`config.mk`:
```
export PLATFORM = sky130hd
export DESIGN_NAME = ram_rr_arbiter_flat
export DESIGN_NICKNAME = d
export VERILOG_FILES = /design/src/rtl/ram_rr_arbiter_if.sv /design/src/rtl/ram_rr_arbiter.sv /design/src/flat_wrapper.sv
export SDC_FILE = /design/constraint.sdc
export NUM_CORES = 1
export LEC_CHECK = 0
export ABC_AREA = 0
export CORE_MARGIN = 2
export CORE_UTILIZATION = 42
export DETAILED_ROUTE_END_ITERATION = 10
export MAX_ROUTING_LAYER = met4
export PLACE_DENSITY = 0.84
export SKIP_LAST_GASP = 1
export SLEW_MARGIN = 20
export SYNTH_ARGS = -nofsm -noshare
export SYNTH_HDL_FRONTEND = slang
export SYNTH_SLANG_ARGS = --single-unit
```
`constraint.sdc`:
```
create_clock -name clk -period 6.16 [get_ports clk]
set_clock_uncertainty 0.15 [all_clocks]
set_input_delay 1.232 -clock clk [delete_from_list [all_inputs] [get_ports clk]]
set_output_delay 1.232 -clock clk [all_outputs]
set_load 0.05 [all_outputs]
```
`src/rtl/ram_rr_arbiter_if.sv`:
```
// ram_rr_arbiter_if: bundle between the requesting cores, the shared RAM and
// the round-robin arbiter.
//   Core side : req/rw/lock/addr/wdata in, ack/rdata/grant_id/busy out.
//   RAM side  : ram_addr/ram_wdata/ram_we out, ram_rdata in.
// The slave modport is the arbiter's view; the master modport is the view of
// whatever drives the cores and hosts the RAM.
interface ram_rr_arbiter_if #(
  parameter int N_REQ = 4,
  parameter int AW    = 9,
  parameter int DW    = 8
);
  localparam int IW = (N_REQ > 1) ? $clog2(N_REQ) : 1;

  logic [N_REQ-1:0]    req;
  logic [N_REQ-1:0]    rw;
  logic [N_REQ-1:0]    lock;
  logic [N_REQ*AW-1:0] addr;
  logic [N_REQ*DW-1:0] wdata;
  logic [N_REQ-1:0]    ack;
  logic [DW-1:0]       rdata;
  logic [IW-1:0]       grant_id;
  logic                busy;
  logic [AW-1:0]       ram_addr;
  logic [DW-1:0]       ram_wdata;
  logic                ram_we;
  logic [DW-1:0]       ram_rdata;

  modport slave (
    input  req, rw, lock, addr, wdata, ram_rdata,
    output ack, rdata, grant_id, busy, ram_addr, ram_wdata, ram_we
  );

  modport master (
    output req, rw, lock, addr, wdata, ram_rdata,
    input  ack, rdata, grant_id, busy, ram_addr, ram_wdata, ram_we
  );
endinterface

```
`src/rtl/ram_rr_arbiter.sv`:
```
// ram_rr_arbiter: shares one single-port synchronous RAM between N_REQ cores.
// Transactions are serialised round-robin; a requester may keep ownership for
// up to MAX_LOCK consecutive transactions through its lock bit.
//   clk   : clock, all logic on posedge
//   reset : synchronous, active-high
//   bus   : core handshake (req/rw/lock/addr/wdata -> ack/rdata/grant_id/busy)
//           and RAM port (ram_addr/ram_wdata/ram_we -> ram_rdata)
// Writes take 2 cycles (grant, ack); reads take 3 (grant, RAM access, ack).
module ram_rr_arbiter #(
  parameter int N_REQ    = 4,
  parameter int AW       = 9,
  parameter int DW       = 8,
  parameter int MAX_LOCK = 8
) (
  input  logic            clk,
  input  logic            reset,
  ram_rr_arbiter_if.slave bus
);
  localparam int IW = (N_REQ > 1) ? $clog2(N_REQ) : 1;
  localparam int CW = $clog2(MAX_LOCK + 1);
  localparam logic [N_REQ-1:0] ONE_HOT0 = {{(N_REQ-1){1'b0}}, 1'b1};

  typedef enum logic [1:0] {
    IDLE    = 2'd0,
    WR      = 2'd1,
    RD_ADDR = 2'd2,
    RD_DATA = 2'd3
  } state_e;

  state_e           state_q, state_d;
  logic [IW-1:0]    ptr_q, ptr_d;
  logic [IW-1:0]    gid_q, gid_d;
  logic [IW-1:0]    owner_q, owner_d;
  logic             owner_valid_q, owner_valid_d;
  logic [CW-1:0]    lock_cnt_q, lock_cnt_d;
  logic             lock_q, lock_d;
  logic [N_REQ-1:0] ack_q, ack_d;
  logic [DW-1:0]    rdata_q, rdata_d;
  logic [AW-1:0]    ram_addr_q, ram_addr_d;
  logic [DW-1:0]    ram_wdata_q, ram_wdata_d;
  logic             ram_we_q, ram_we_d;

  logic [N_REQ-1:0] elig_s;
  logic             win_found_s;
  logic [IW-1:0]    win_idx_s;
  logic             done_s;

  // Eligible requesters: ack mask stops a still-high req being re-granted in
  // its own ack cycle; a valid owner shuts everyone else out.
  always_comb begin
    elig_s = bus.req & ~ack_q &
             (owner_valid_q ? (ONE_HOT0 << owner_q) : {N_REQ{1'b1}});
  end

  // Round-robin search starting one past the last winner.
  always_comb begin
    logic [IW-1:0] cand;
    cand        = '0;
    win_found_s = 1'b0;
    win_idx_s   = '0;
    for (int i = 1; i <= N_REQ; i++) begin
      cand        = IW'((32'(ptr_q) + 32'(i)) % 32'(N_REQ));
      win_idx_s   = (!win_found_s && elig_s[cand]) ? cand : win_idx_s;
      win_found_s = win_found_s | elig_s[cand];
    end
  end

  // Transaction sequencing: next state, RAM port and core-side outputs.
  always_comb begin
    state_d     = state_q;
    ptr_d       = ptr_q;
    gid_d       = gid_q;
    lock_d      = lock_q;
    ack_d       = {N_REQ{1'b0}};
    rdata_d     = rdata_q;
    ram_addr_d  = ram_addr_q;
    ram_wdata_d = ram_wdata_q;
    ram_we_d    = ram_we_q;
    done_s      = 1'b0;
    case (state_q)
      IDLE: begin
        if (win_found_s) begin
          ram_addr_d  = bus.addr[32'(win_idx_s)*AW +: AW];
          ram_we_d    = bus.rw[win_idx_s];
          // ram_wdata only moves for writes so it holds across reads
          ram_wdata_d = bus.rw[win_idx_s] ? bus.wdata[32'(win_idx_s)*DW +: DW]
                                          : ram_wdata_q;
          lock_d      = bus.lock[win_idx_s];
          gid_d       = win_idx_s;
          ptr_d       = win_idx_s;
          state_d     = bus.rw[win_idx_s] ? WR : RD_ADDR;
        end else begin
          state_d = IDLE;
        end
      end
      WR: begin
        ram_we_d = 1'b0;
        ack_d    = ONE_HOT0 << gid_q;
        done_s   = 1'b1;
        state_d  = IDLE;
      end
      RD_ADDR: begin
        // RAM captures ram_addr at the end of this cycle
        state_d = RD_DATA;
      end
      RD_DATA: begin
        rdata_d = bus.ram_rdata;
        ack_d   = ONE_HOT0 << gid_q;
        done_s  = 1'b1;
        state_d = IDLE;
      end
      default: begin
        state_d = IDLE;
      end
    endcase
  end

  // Ownership bookkeeping on transaction completion; the release happens on
  // the MAX_LOCK-th consecutive locked transaction even if lock stays high.
  always_comb begin
    owner_d       = owner_q;
    owner_valid_d = owner_valid_q;
    lock_cnt_d    = lock_cnt_q;
    if (done_s) begin
      if (lock_q && ((32'(lock_cnt_q) + 32'd1) < 32'(MAX_LOCK))) begin
        owner_d       = gid_q;
        owner_valid_d = 1'b1;
        lock_cnt_d    = lock_cnt_q + CW'(1);
      end else begin
        owner_valid_d = 1'b0;
        lock_cnt_d    = '0;
      end
    end else begin
      owner_valid_d = owner_valid_q;
    end
  end

  // State and output registers with synchronous reset.
  always_ff @(posedge clk) begin
    if (reset) begin
      state_q       <= IDLE;
      ptr_q         <= IW'(N_REQ - 1);
      gid_q         <= '0;
      owner_q       <= '0;
      owner_valid_q <= 1'b0;
      lock_cnt_q    <= '0;
      lock_q        <= 1'b0;
      ack_q         <= '0;
      rdata_q       <= '0;
      ram_addr_q    <= '0;
      ram_wdata_q   <= '0;
      ram_we_q      <= 1'b0;
    end else begin
      state_q       <= state_d;
      ptr_q         <= ptr_d;
      gid_q         <= gid_d;
      owner_q       <= owner_d;
      owner_valid_q <= owner_valid_d;
      lock_cnt_q    <= lock_cnt_d;
      lock_q        <= lock_d;
      ack_q         <= ack_d;
      rdata_q       <= rdata_d;
      ram_addr_q    <= ram_addr_d;
      ram_wdata_q   <= ram_wdata_d;
      ram_we_q      <= ram_we_d;
    end
  end

  assign bus.ack       = ack_q;
  assign bus.rdata     = rdata_q;
  assign bus.grant_id  = gid_q;
  assign bus.busy      = (state_q != IDLE);
  assign bus.ram_addr  = ram_addr_q;
  assign bus.ram_wdata = ram_wdata_q;
  assign bus.ram_we    = ram_we_q;
endmodule
```
`src/flat_wrapper.sv`:
```
// flat-port wrapper written by rule: the top's interface ports become plain ports
module ram_rr_arbiter_flat 
#(
  parameter int N_REQ    = 4,
  parameter int AW       = 9,
  parameter int DW       = 8,
  parameter int MAX_LOCK = 8
)
  (clk, reset, bus_req, bus_rw, bus_lock, bus_addr, bus_wdata, bus_ram_rdata, bus_ack, bus_rdata, bus_grant_id, bus_busy, bus_ram_addr, bus_ram_wdata, bus_ram_we);
  ram_rr_arbiter_if #(.N_REQ(N_REQ), .AW(AW), .DW(DW)) bus_i ();
  input  logic clk;
  input  logic reset;
  input wire logic [$bits(bus_i.req)-1:0] bus_req;
  input wire logic [$bits(bus_i.rw)-1:0] bus_rw;
  input wire logic [$bits(bus_i.lock)-1:0] bus_lock;
  input wire logic [$bits(bus_i.addr)-1:0] bus_addr;
  input wire logic [$bits(bus_i.wdata)-1:0] bus_wdata;
  input wire logic [$bits(bus_i.ram_rdata)-1:0] bus_ram_rdata;
  output wire logic [$bits(bus_i.ack)-1:0] bus_ack;
  output wire logic [$bits(bus_i.rdata)-1:0] bus_rdata;
  output wire logic [$bits(bus_i.grant_id)-1:0] bus_grant_id;
  output wire logic [$bits(bus_i.busy)-1:0] bus_busy;
  output wire logic [$bits(bus_i.ram_addr)-1:0] bus_ram_addr;
  output wire logic [$bits(bus_i.ram_wdata)-1:0] bus_ram_wdata;
  output wire logic [$bits(bus_i.ram_we)-1:0] bus_ram_we;
  assign bus_i.req = bus_req;
  assign bus_i.rw = bus_rw;
  assign bus_i.lock = bus_lock;
  assign bus_i.addr = bus_addr;
  assign bus_i.wdata = bus_wdata;
  assign bus_i.ram_rdata = bus_ram_rdata;
  assign bus_ack = bus_i.ack;
  assign bus_rdata = bus_i.rdata;
  assign bus_grant_id = bus_i.grant_id;
  assign bus_busy = bus_i.busy;
  assign bus_ram_addr = bus_i.ram_addr;
  assign bus_ram_wdata = bus_i.ram_wdata;
  assign bus_ram_we = bus_i.ram_we;
  ram_rr_arbiter #(.N_REQ(N_REQ), .AW(AW), .DW(DW), .MAX_LOCK(MAX_LOCK)) u_core (.clk(clk), .reset(reset), .bus(bus_i));
endmodule
```
Yosys cells after proc, flatten, opt, wreduce, memory -nomap -nowiden. Cells that the tools add are included.

Output and inout bits: 33. Register bits after elaboration: 44.

Order comparisons: 6. Multiplexer cells: 25. Shift-type cells: 4. Eq/ne operators: 4. $mul: 1. Reduce and logical (&&, ||, !) cells: 16. Add/sub/neg operators: 6. Bitwise operators: 7.

Operator list (number): indexed part select 36 x 7 -> 9 bit (1); less-than comparator 32 x 4 -> 1 bit (second input constant) (1); indexed part select 32 x 6 -> 8 bit (1); less-than comparator 2 x 3 -> 1 bit (second input constant) (5); binary-select mux 1 bit (select 2 bit) (6); 2-to-1 mux 2 bit (6); 2-to-1 mux 1 bit (9); AND 4 bit (2); 2-to-1 mux 4 bit (2); << shifter 1 x 2 -> 4 bit (first input constant) (2); multiplier 2 x 4 -> 6 bit (second input constant) (1); case mux 2 bit (3 select lines) (1); AND reduction 2 bit (3); adder 4 x 1 -> 5 bit (second input constant) (1); adder 2 x 1 -> 2 bit (second input constant) (2); adder 2 bit (second input constant) (2); adder 4 x 1 -> 4 bit (second input constant) (1); equality test 2 bit (second input constant) (2); logical AND 1 bit (4); NOT 4 bit (1); nonzero test 2 bit (2); OR reduction 2 bit (2); logical NOT 1 bit (3); OR 1 bit (3); 6 further kinds (6).

Depth between registers and ports, before layout. Gate-level depths: netlist of run 1.

Depth after elaboration: 15. Mapped depth: 10.

Least setup slack after synthesis of run 1. No wires, ideal clock.

Path kind: input port to flip-flop. From: input port bus_req[3]. To: register u_core.ram_addr_q[4], in the netlist u_core.bus.ram_addr[4]. Buffers on the path: 1. Data required time: 5878 ps. Arrival: 2870 ps. Setup time: 132 ps. Cell stages on the path: 8. Setup slack: 3007 ps. Cells stage by stage: inv_1 -> a211o_1 -> o221a_2 -> o21ai_1 -> buf_2 -> mux2_2 -> a22oi_1 -> a21oi_1.

Cells in the longest elaborated chain, start to end: 11. Elaborated cells on any way between the ends: 26. Classes of those cells: 1 x mul; 1 x shift; 12 x mux; 5 x bitwise; 7 x reduce/logical.

RTL lines: from (decl) (line flat_wrapper.sv:13) `input wire logic [$bits(bus_i.req)-1:0] bus_req;`; AND 4 bit (*) (2 in series) (line ram_rr_arbiter.sv:51) `elig_s = bus.req & ~ack_q &`; binary-select mux 1 bit (select 2 bit) (line ram_rr_arbiter.sv:63, ram_rr_arbiter.sv:64); 2-to-1 mux 1 bit (not written as such) (line ram_rr_arbiter.sv:63, ram_rr_arbiter.sv:64); logical NOT 1 bit / OR 1 bit (equally long branches) (line ram_rr_arbiter.sv:63, ram_rr_arbiter.sv:64); logical AND 1 bit, or another cell as far along (line ram_rr_arbiter.sv:63) `win_idx_s = (!win_found_s && elig_s[cand]) ? cand : win_idx_s;`; 2-to-1 mux 2 bit, or another cell as far along (line ram_rr_arbiter.sv:63); 2-to-1 mux 2 bit / logical AND 1 bit (equally long branches) (line ram_rr_arbiter.sv:63); 2-to-1 mux 2 bit (line ram_rr_arbiter.sv:63); multiplier 2 x 4 -> 6 bit (line ram_rr_arbiter.sv:83) `ram_addr_d = bus.addr[32'(win_idx_s)*AW +: AW];`; indexed part select 36 x 7 -> 9 bit (line ram_rr_arbiter.sv:83); to (signal assigned) (line ram_rr_arbiter.sv:163) `ram_addr_q <= ram_addr_d;`; to (decl) (line ram_rr_arbiter.sv:39) `logic [AW-1:0] ram_addr_q, ram_addr_d;`.

Mark *: on every way between the ends. The rest lies on a longest branch, timed or not. The select of a mux whose other input is x is not followed. A chain may end at the register's enable or synchronous reset.

Worst setup path in the final report of run 1.
From: input port bus_req[3]. To: register u_core.ram_wdata_q[4], in the netlist u_core.bus.ram_wdata[4].

Cells in the longest elaborated chain, start to end: 12. Elaborated cells on any way between the ends: 27. Classes of those cells: 1 x shift; 14 x mux; 5 x bitwise; 7 x reduce/logical.

RTL lines: AND 4 bit (*) (2 in series) (line ram_rr_arbiter.sv:51); parallel branches: the longest is 10 deep, another holds indexed part select 32 x 6 -> 8 bit; to (signal assigned) (line ram_rr_arbiter.sv:164) `ram_wdata_q <= ram_wdata_d;`; to (decl) (line ram_rr_arbiter.sv:40) `logic [DW-1:0] ram_wdata_q, ram_wdata_d;`.

Mark *: on every way between the ends. The select of a mux whose other input is x is not followed.

==> results of run 1 <==
## where the power goes
group	switching, µW	leakage [µW]	internal, µW
registers	73.6	0.000360	363
clock network	98.2	0.0000541	120
logic	521	0.00101	386
total	693	0.00143	869
## per-stage QoR
stage          util [%]  setup WS [ns]  cells
4_1_cts            68.3           1.71    447
5_1_grt            68.3           1.51    447
3_5_place_dp       66.2           1.40    439
3_3_place_gp       66.2           1.54    439
2_1_floorplan         -           3.01    260
6_report           68.3           1.75    447
## worst min-delay path, cell delays in order, from the launching register on
cell	delay, ns
dfxtp_1	0.32
nand2_1	0.05
a21oi_1	0.05
## cells by family (layout without fill, tap and decap cells)
kind of cell / after synthesis / count (layout) / synth area share (%)
buffers and inverters: 23 / 138 / 4.37
flip-flops: 44 / 44 / 38.0
multiplexers: 57 / 57 / 25.6
AO/OA/AOI/OAI: 52 / 52 / 14.6
AND/OR/NAND/NOR: 83 / 83 / 16.9
adder cells (fa/ha/maj): 1 / 1 / 0.539
## cell type report
| cell class | instances | share of cell area (%) |
|---|---|---|
| clock buffers | 5 | 1.87 |
| repair buffers | 124 | 33.5 |
| flip-flops and latches | 44 | 23.9 |
| well taps | 72 | 2.44 |
| clock inverters | 3 | 1.15 |
| multi-input cells | 193 | 36.6 |
| inverters | 6 | 0.610 |
## sequential cells by signal (all words and copies together), names as in the netlist, 2 cells and up
name	flops
u_core.state_q	2
u_core.bus.rdata	8
u_core.bus.ack	4
u_core.bus.grant_id	2
u_core.ptr_q	2
u_core.lock_cnt_q	4
u_core.bus.ram_addr	9
u_core.owner_q	2
u_core.bus.ram_wdata	8
## layer usage
layer,track usage [%],part of all wire [%],wire [µm]
met1,21.3,40,2430
met2,39.1,52,3140
met3,6.09,7.9,478
met4,4.21,0.62,38
met5,-,0,0
## path summary, 6_finish.rpt
kind,to,cells after the start,slack [ns],from
setup / recovery,u_core.bus.ram_wdata[4],9,1.75,bus_req[3]
hold / removal,u_core.bus.rdata[4],2,0.31,u_core.bus.rdata[4]
setup reg to reg,u_core.bus.ram_wdata[4],8,2.64,u_core.owner_q[1]
hold reg to reg,u_core.bus.rdata[4],2,0.31,u_core.bus.rdata[4]
## cells in the final DEF (no fill, tap or decap), types with 3 or more instances in the layout
master / n
a211o_1: 4
a21oi_1: 27
a22oi_1: 7
and2_1: 3
clkbuf_8: 5
clkdlybuf4s50_1: 122
dfxtp_1: 44
inv_1: 6
mux2_2: 17
mux2i_1: 39
nand2_1: 31
nand2b_1: 5
nand3_1: 10
nor2_1: 21
nor3_1: 3
o211ai_1: 3
==> results_dict.tcl, run 1 <==
set metrics [dict create \
    synthTopCellsByArea "dfxtp_1, mux2i_1, mux2_2" \
    crit_buf_inv 2 \
    ys_top_cells_by_count "dfxtp_1, mux2i_1, nand2_1" \
    crit_slowest_cell "o22ai_1" \
    hold_viol 0 \
    clkLatencyLatePin_ns 0.29 \
    final_nets 465 \
    critPathKind "in2reg" \
    first_pass_iters 4 \
    ys_types 35 \
    power_uw 1560 \
    cpPeakStageDelay_ns 0.84 \
    fillers 468 \
    ant_nets 0 \
    die_x_um 78.3 \
    ioPinCount 123 \
    area_growth_pct 59.1 \
    synth_top_cell_area_share_pct 38.0 \
    crit_path_start_kind "input pin" \
    core_um2 5410 \
    rsz0062_at_grt "false" \
    dieArea_um2 6130 \
    cap_viol_max_count 0 \
    synth_ff_type "dfxtp_1" \
    drtIter0Drc 86 \
    cellPowerDensity_nw_per_um2 423 \
    synth_edf_count 0 \
    cp_cell_sequence "clkdlybuf4s50_1, inv_1, a211o_1, o221a_2, o21ai_4, nand2_1, o22ai_1, mux2i_1, nor2_1" \
    post-cts-setup-buffers 0 \
    slew_violations 0 \
    placed_area_um2 3580 \
    ir_worst_vdd_mv 0.250 \
    antenna_cells 0 \
    yosys_warnings 0 \
    via_per_inst 5.11 \
    num_vias 2283 \
    cts_tree "yes" \
    arrival_ns 4.43 \
    cts.sinks 44 \
    status "completed" \
    cts_max_path_buffers 2 \
    grt-ovfl-total 0 \
    routed_wl_um 6080 \
    worstMarginPinSlew_ns 1.08 \
    wl_per_cell_um 13.6 \
    syn_inst 260 \
    setup_violations 0 \
    drive_above_1_share_pct 8.53 \
    p_leak_uw 0.00143 \
    cts_root_buf "clkbuf_8" \
    synth_area_leader_cell "dfxtp_1" \
    final-seq-area_um2 881 \
    antenna_found_initial 0 \
    path_max_fanout 32 \
    h-tree-depth 2 \
    track_usage_pct 20.7 \
    numPortBuffers 122 \
    grt_pass1_vias 2314 \
    slew_headroom_pct 28.1 \
    fmax_ghz 0.227 \
    row_count 27 \
    synth_most_common_cell "dfxtp_1" \
    worstSetupEndpointType "flip-flop" \
    async_reset_ff_share_pct 0 \
    crit_family "compound AO/OA/AOI/OAI gates" \
    hold_buffers 0 \
    ys_seq_area_share_pct 38.0 \
    hold_path_class "reg2reg" \
    routabilityCongestion 0.717 \
    fp.dieH_um 78.3 \
    remaining_drc_errors 0 \
    cts_buffers 5 \
    multi_input_area_um2 1350 \
    ctsResizeCount 0 \
    hold_slack_ns 0.307 \
    period_minus_slack_ns 4.41 \
    post-route-period-util_pct 71.6 \
    synth_nets 351 \
    final_cell_area_um2 3690 \
    hpwl_um 4660 \
    start_util_pct 42.9 \
    grt_first_pass_wirelength_um 10100 \
    synth_area_per_cell_um2 8.92 \
    grt_max_degree 44 \
    tns_ns 0 \
    cp_data_required_time_ns 6.18 \
    syn-cell-area_um2 2320 \
    ys_ff_latch 44 \
    clk_pin_slew_ns 0.08 \
]
Note: power is estimated with default switching activity, not from simulation.
==> inputs of run 2 (changes only) <==
--- a/config.mk
+++ b/config.mk
@@ -7,10 +7,10 @@
 export LEC_CHECK = 0
 export ABC_AREA = 0
 export CORE_MARGIN = 2
-export CORE_UTILIZATION = 42
+export CORE_UTILIZATION = 39
 export DETAILED_ROUTE_END_ITERATION = 10
 export MAX_ROUTING_LAYER = met4
-export PLACE_DENSITY = 0.84
+export PLACE_DENSITY = 0.79
 export SKIP_LAST_GASP = 1
 export SLEW_MARGIN = 20
 export SYNTH_ARGS = -nofsm -noshare
==> constraint.sdc (replaced) <==
create_clock -name clk -period 4.6 [get_ports clk]
set_clock_uncertainty 0.15 [all_clocks]
set_input_delay 0.92 -clock clk [delete_from_list [all_inputs] [get_ports clk]]
set_output_delay 0.92 -clock clk [all_outputs]
set_load 0.05 [all_outputs]
==> run 2 against run 1 <==
Die area is 7.3% higher. Setup slack worse by 0.67 ns. Sequential share of layout area is 0.14 points lower. Clock power is 25% higher. Sequential power is 30% higher. Global-route usage is 0.63 points lower. Largest cell class unchanged. Utilization is 4.8 points lower. Critical path type unchanged. Register-to-register slack worse by 0.99 ns. Non-clock buffer count is 4 higher. Largest power group unchanged.
==> results_dict.tcl, run 2 (same netlist as run 1, synthesis figures left out) <==
set metrics [dict create \
    routabilityCongestion 0.865 \
    largest_reg_flops 9 \
    clk_pin_slew_ns 0.08 \
    hold_buffers 0 \
    grt-busiest-layer "met2" \
    cts_root_buf "clkbuf_8" \
    cp_data_required_time_ns 4.59 \
    ant_nets 0 \
    use_met2_pct 37.4 \
    antenna_found_initial 0 \
    drtIter0Drc 103 \
    final_nets 469 \
    hold_path_class "reg2reg" \
    whs_path_depth 2 \
    slew_violations 0 \
    period_minus_slack_ns 3.52 \
    min_from "u_core.bus.ram_addr[0]" \
    die_x_um 81.1 \
    tns_ns 0 \
    cts_buffers 5 \
    multi_input_area_um2 1350 \
    critPathKind "in2reg" \
    grt_pass1_vias 2330 \
    ctsResizeCount 0 \
    routed_wl_um 6300 \
    cts_max_path_buffers 2 \
    finalNonFillerCells 452 \
    cap_viol_max_count 0 \
    r2r-start "u_core.owner_q[1]" \
    cts.sinks 44 \
    track_usage_pct 20.1 \
    path_max_fanout 6 \
    start_util_pct 39.6 \
    layout_common_cells "clkdlybuf4s50_1, dfxtp_1, mux2i_1" \
    clkLatencyLatePin_ns 0.29 \
    cellPowerDensity_nw_per_um2 567 \
    dieArea_um2 6580 \
    status "completed" \
    grt-ovfl-total 0 \
    core_um2 5850 \
    grt_max_degree 27 \
    fp.dieH_um 81.1 \
    holdPathEnd "u_core.bus.ram_addr[0]" \
    post-cts-setup-buffers 0 \
    fillers 513 \
    grt_first_pass_wirelength_um 10000 \
    wl_per_cell_um 13.9 \
    row_count 28 \
    antenna_cells 0 \
    numPortBuffers 122 \
    use_met3_pct 5.44 \
    rrSetupSlack_ns 1.65 \
    post-route-period-util_pct 76.5 \
    crit_path_start_kind "input pin" \
    drive_above_1_share_pct 9.02 \
    ioPinCount 123 \
    fmax_ghz 0.284 \
    hold_viol 0 \
    hold_slack_ns 0.299 \
    met1_usage_pct 20.9 \
    p_leak_uw 0.00144 \
    worstSetupEndpointType "flip-flop" \
    hpwl_um 4950 \
    remaining_drc_errors 0 \
    final_common_cell "clkdlybuf4s50_1" \
    setup_violations 0 \
    final-seq-area_um2 881 \
    worstMarginPinSlew_ns 0.946 \
    area_growth_pct 60.0 \
    dp_cells 445 \
    cts_tree "yes" \
    reg2reg_depth 10 \
    num_vias 2295 \
    rsz0062_at_grt "false" \
    arrival_ns 3.51 \
    ir_worst_vdd_mv 0.278 \
    r2r_end "u_core.bus.ram_wdata[7]" \
    slew_headroom_pct 36.7 \
    h-tree-depth 2 \
    via_per_inst 5.08 \
    first_pass_iters 5 \
]
==> run 2: cell types whose count changed in the layout (fill, tap and decap cells not counted), sizes merged <==
cell      before  now
clkinvlp       1    0
buf            2    6
clkinv         1    0
==> run 2: worst max-delay path: stages <==
cell,delay (ns)
clkdlybuf4s50_1,0.45
inv_1,0.04
a211o_1,0.30
o21a_1,0.22
a211oi_4,0.43
mux2i_1,0.18
o22ai_1,0.46
buf_4,0.26
mux2i_1,0.20
nor2_1,0.05
==> run 2: how the worst max path moves through the flow <==
| stage | depth (start not counted) | endpoint | startpoint | slack, ns |
|---|---|---|---|---|
| 6_report | 10 | u_core.bus.ram_wdata[7] | bus_req[3] | 1.08 |
| 5_1_grt | 11 | u_core.bus.ram_wdata[7] | bus_req[2] | 0.92 |
| 4_1_cts | 9 | u_core.bus.ram_wdata[1] | bus_req[3] | 0.86 |
| 3_5_place_dp | 9 | u_core.bus.ram_wdata[1] | bus_req[3] | 0.56 |
| 3_3_place_gp | 9 | u_core.bus.ram_wdata[0] | bus_req[3] | 0.69 |
| 2_1_floorplan | 8 | u_core.bus.ram_addr[4] | bus_req[3] | 1.76 |
==> run 2: where the power goes <==
group,switching [µW],internal (µW),total (µW)
combinational,727,536,1260
clock,117,156,273
sequential,81.3,486,567
==> run 2: per-stage QoR <==
stage | total power, µW | util (%) | setup slack [ns] | cell area (µm²)
finish | 2100 | 63.4 | 1.08 | 3710
CTS | 2120 | 63.3 | 0.858 | 3700
floorplan | 1460 | - | 1.76 | 2320
detailed placement | 1840 | 61.6 | 0.557 | 3600
global placement | 1820 | 61.6 | 0.686 | 3600
global route | 2230 | 63.4 | 0.917 | 3710
==> run 2: area by class of cell <==
| cell class | instances | share of cell area (%) |
|---|---|---|
| clock buffers | 5 | 1.85 |
| clock inverters | 1 | 0.809 |
| inverters | 6 | 0.607 |
| multi-input cells | 193 | 36.3 |
| flip-flops and latches | 44 | 23.7 |
| well taps | 75 | 2.53 |
| repair buffers | 128 | 34.1 |
==> run 2: metal layers <==
| metal | wire length [µm] | part of all wire, % |
|---|---|---|
| met1 | 2540 | 40 |
| met5 | 0 | 0 |
| met2 | 3180 | 50 |
| met3 | 501 | 8.0 |
| met4 | 85 | 1.4 |
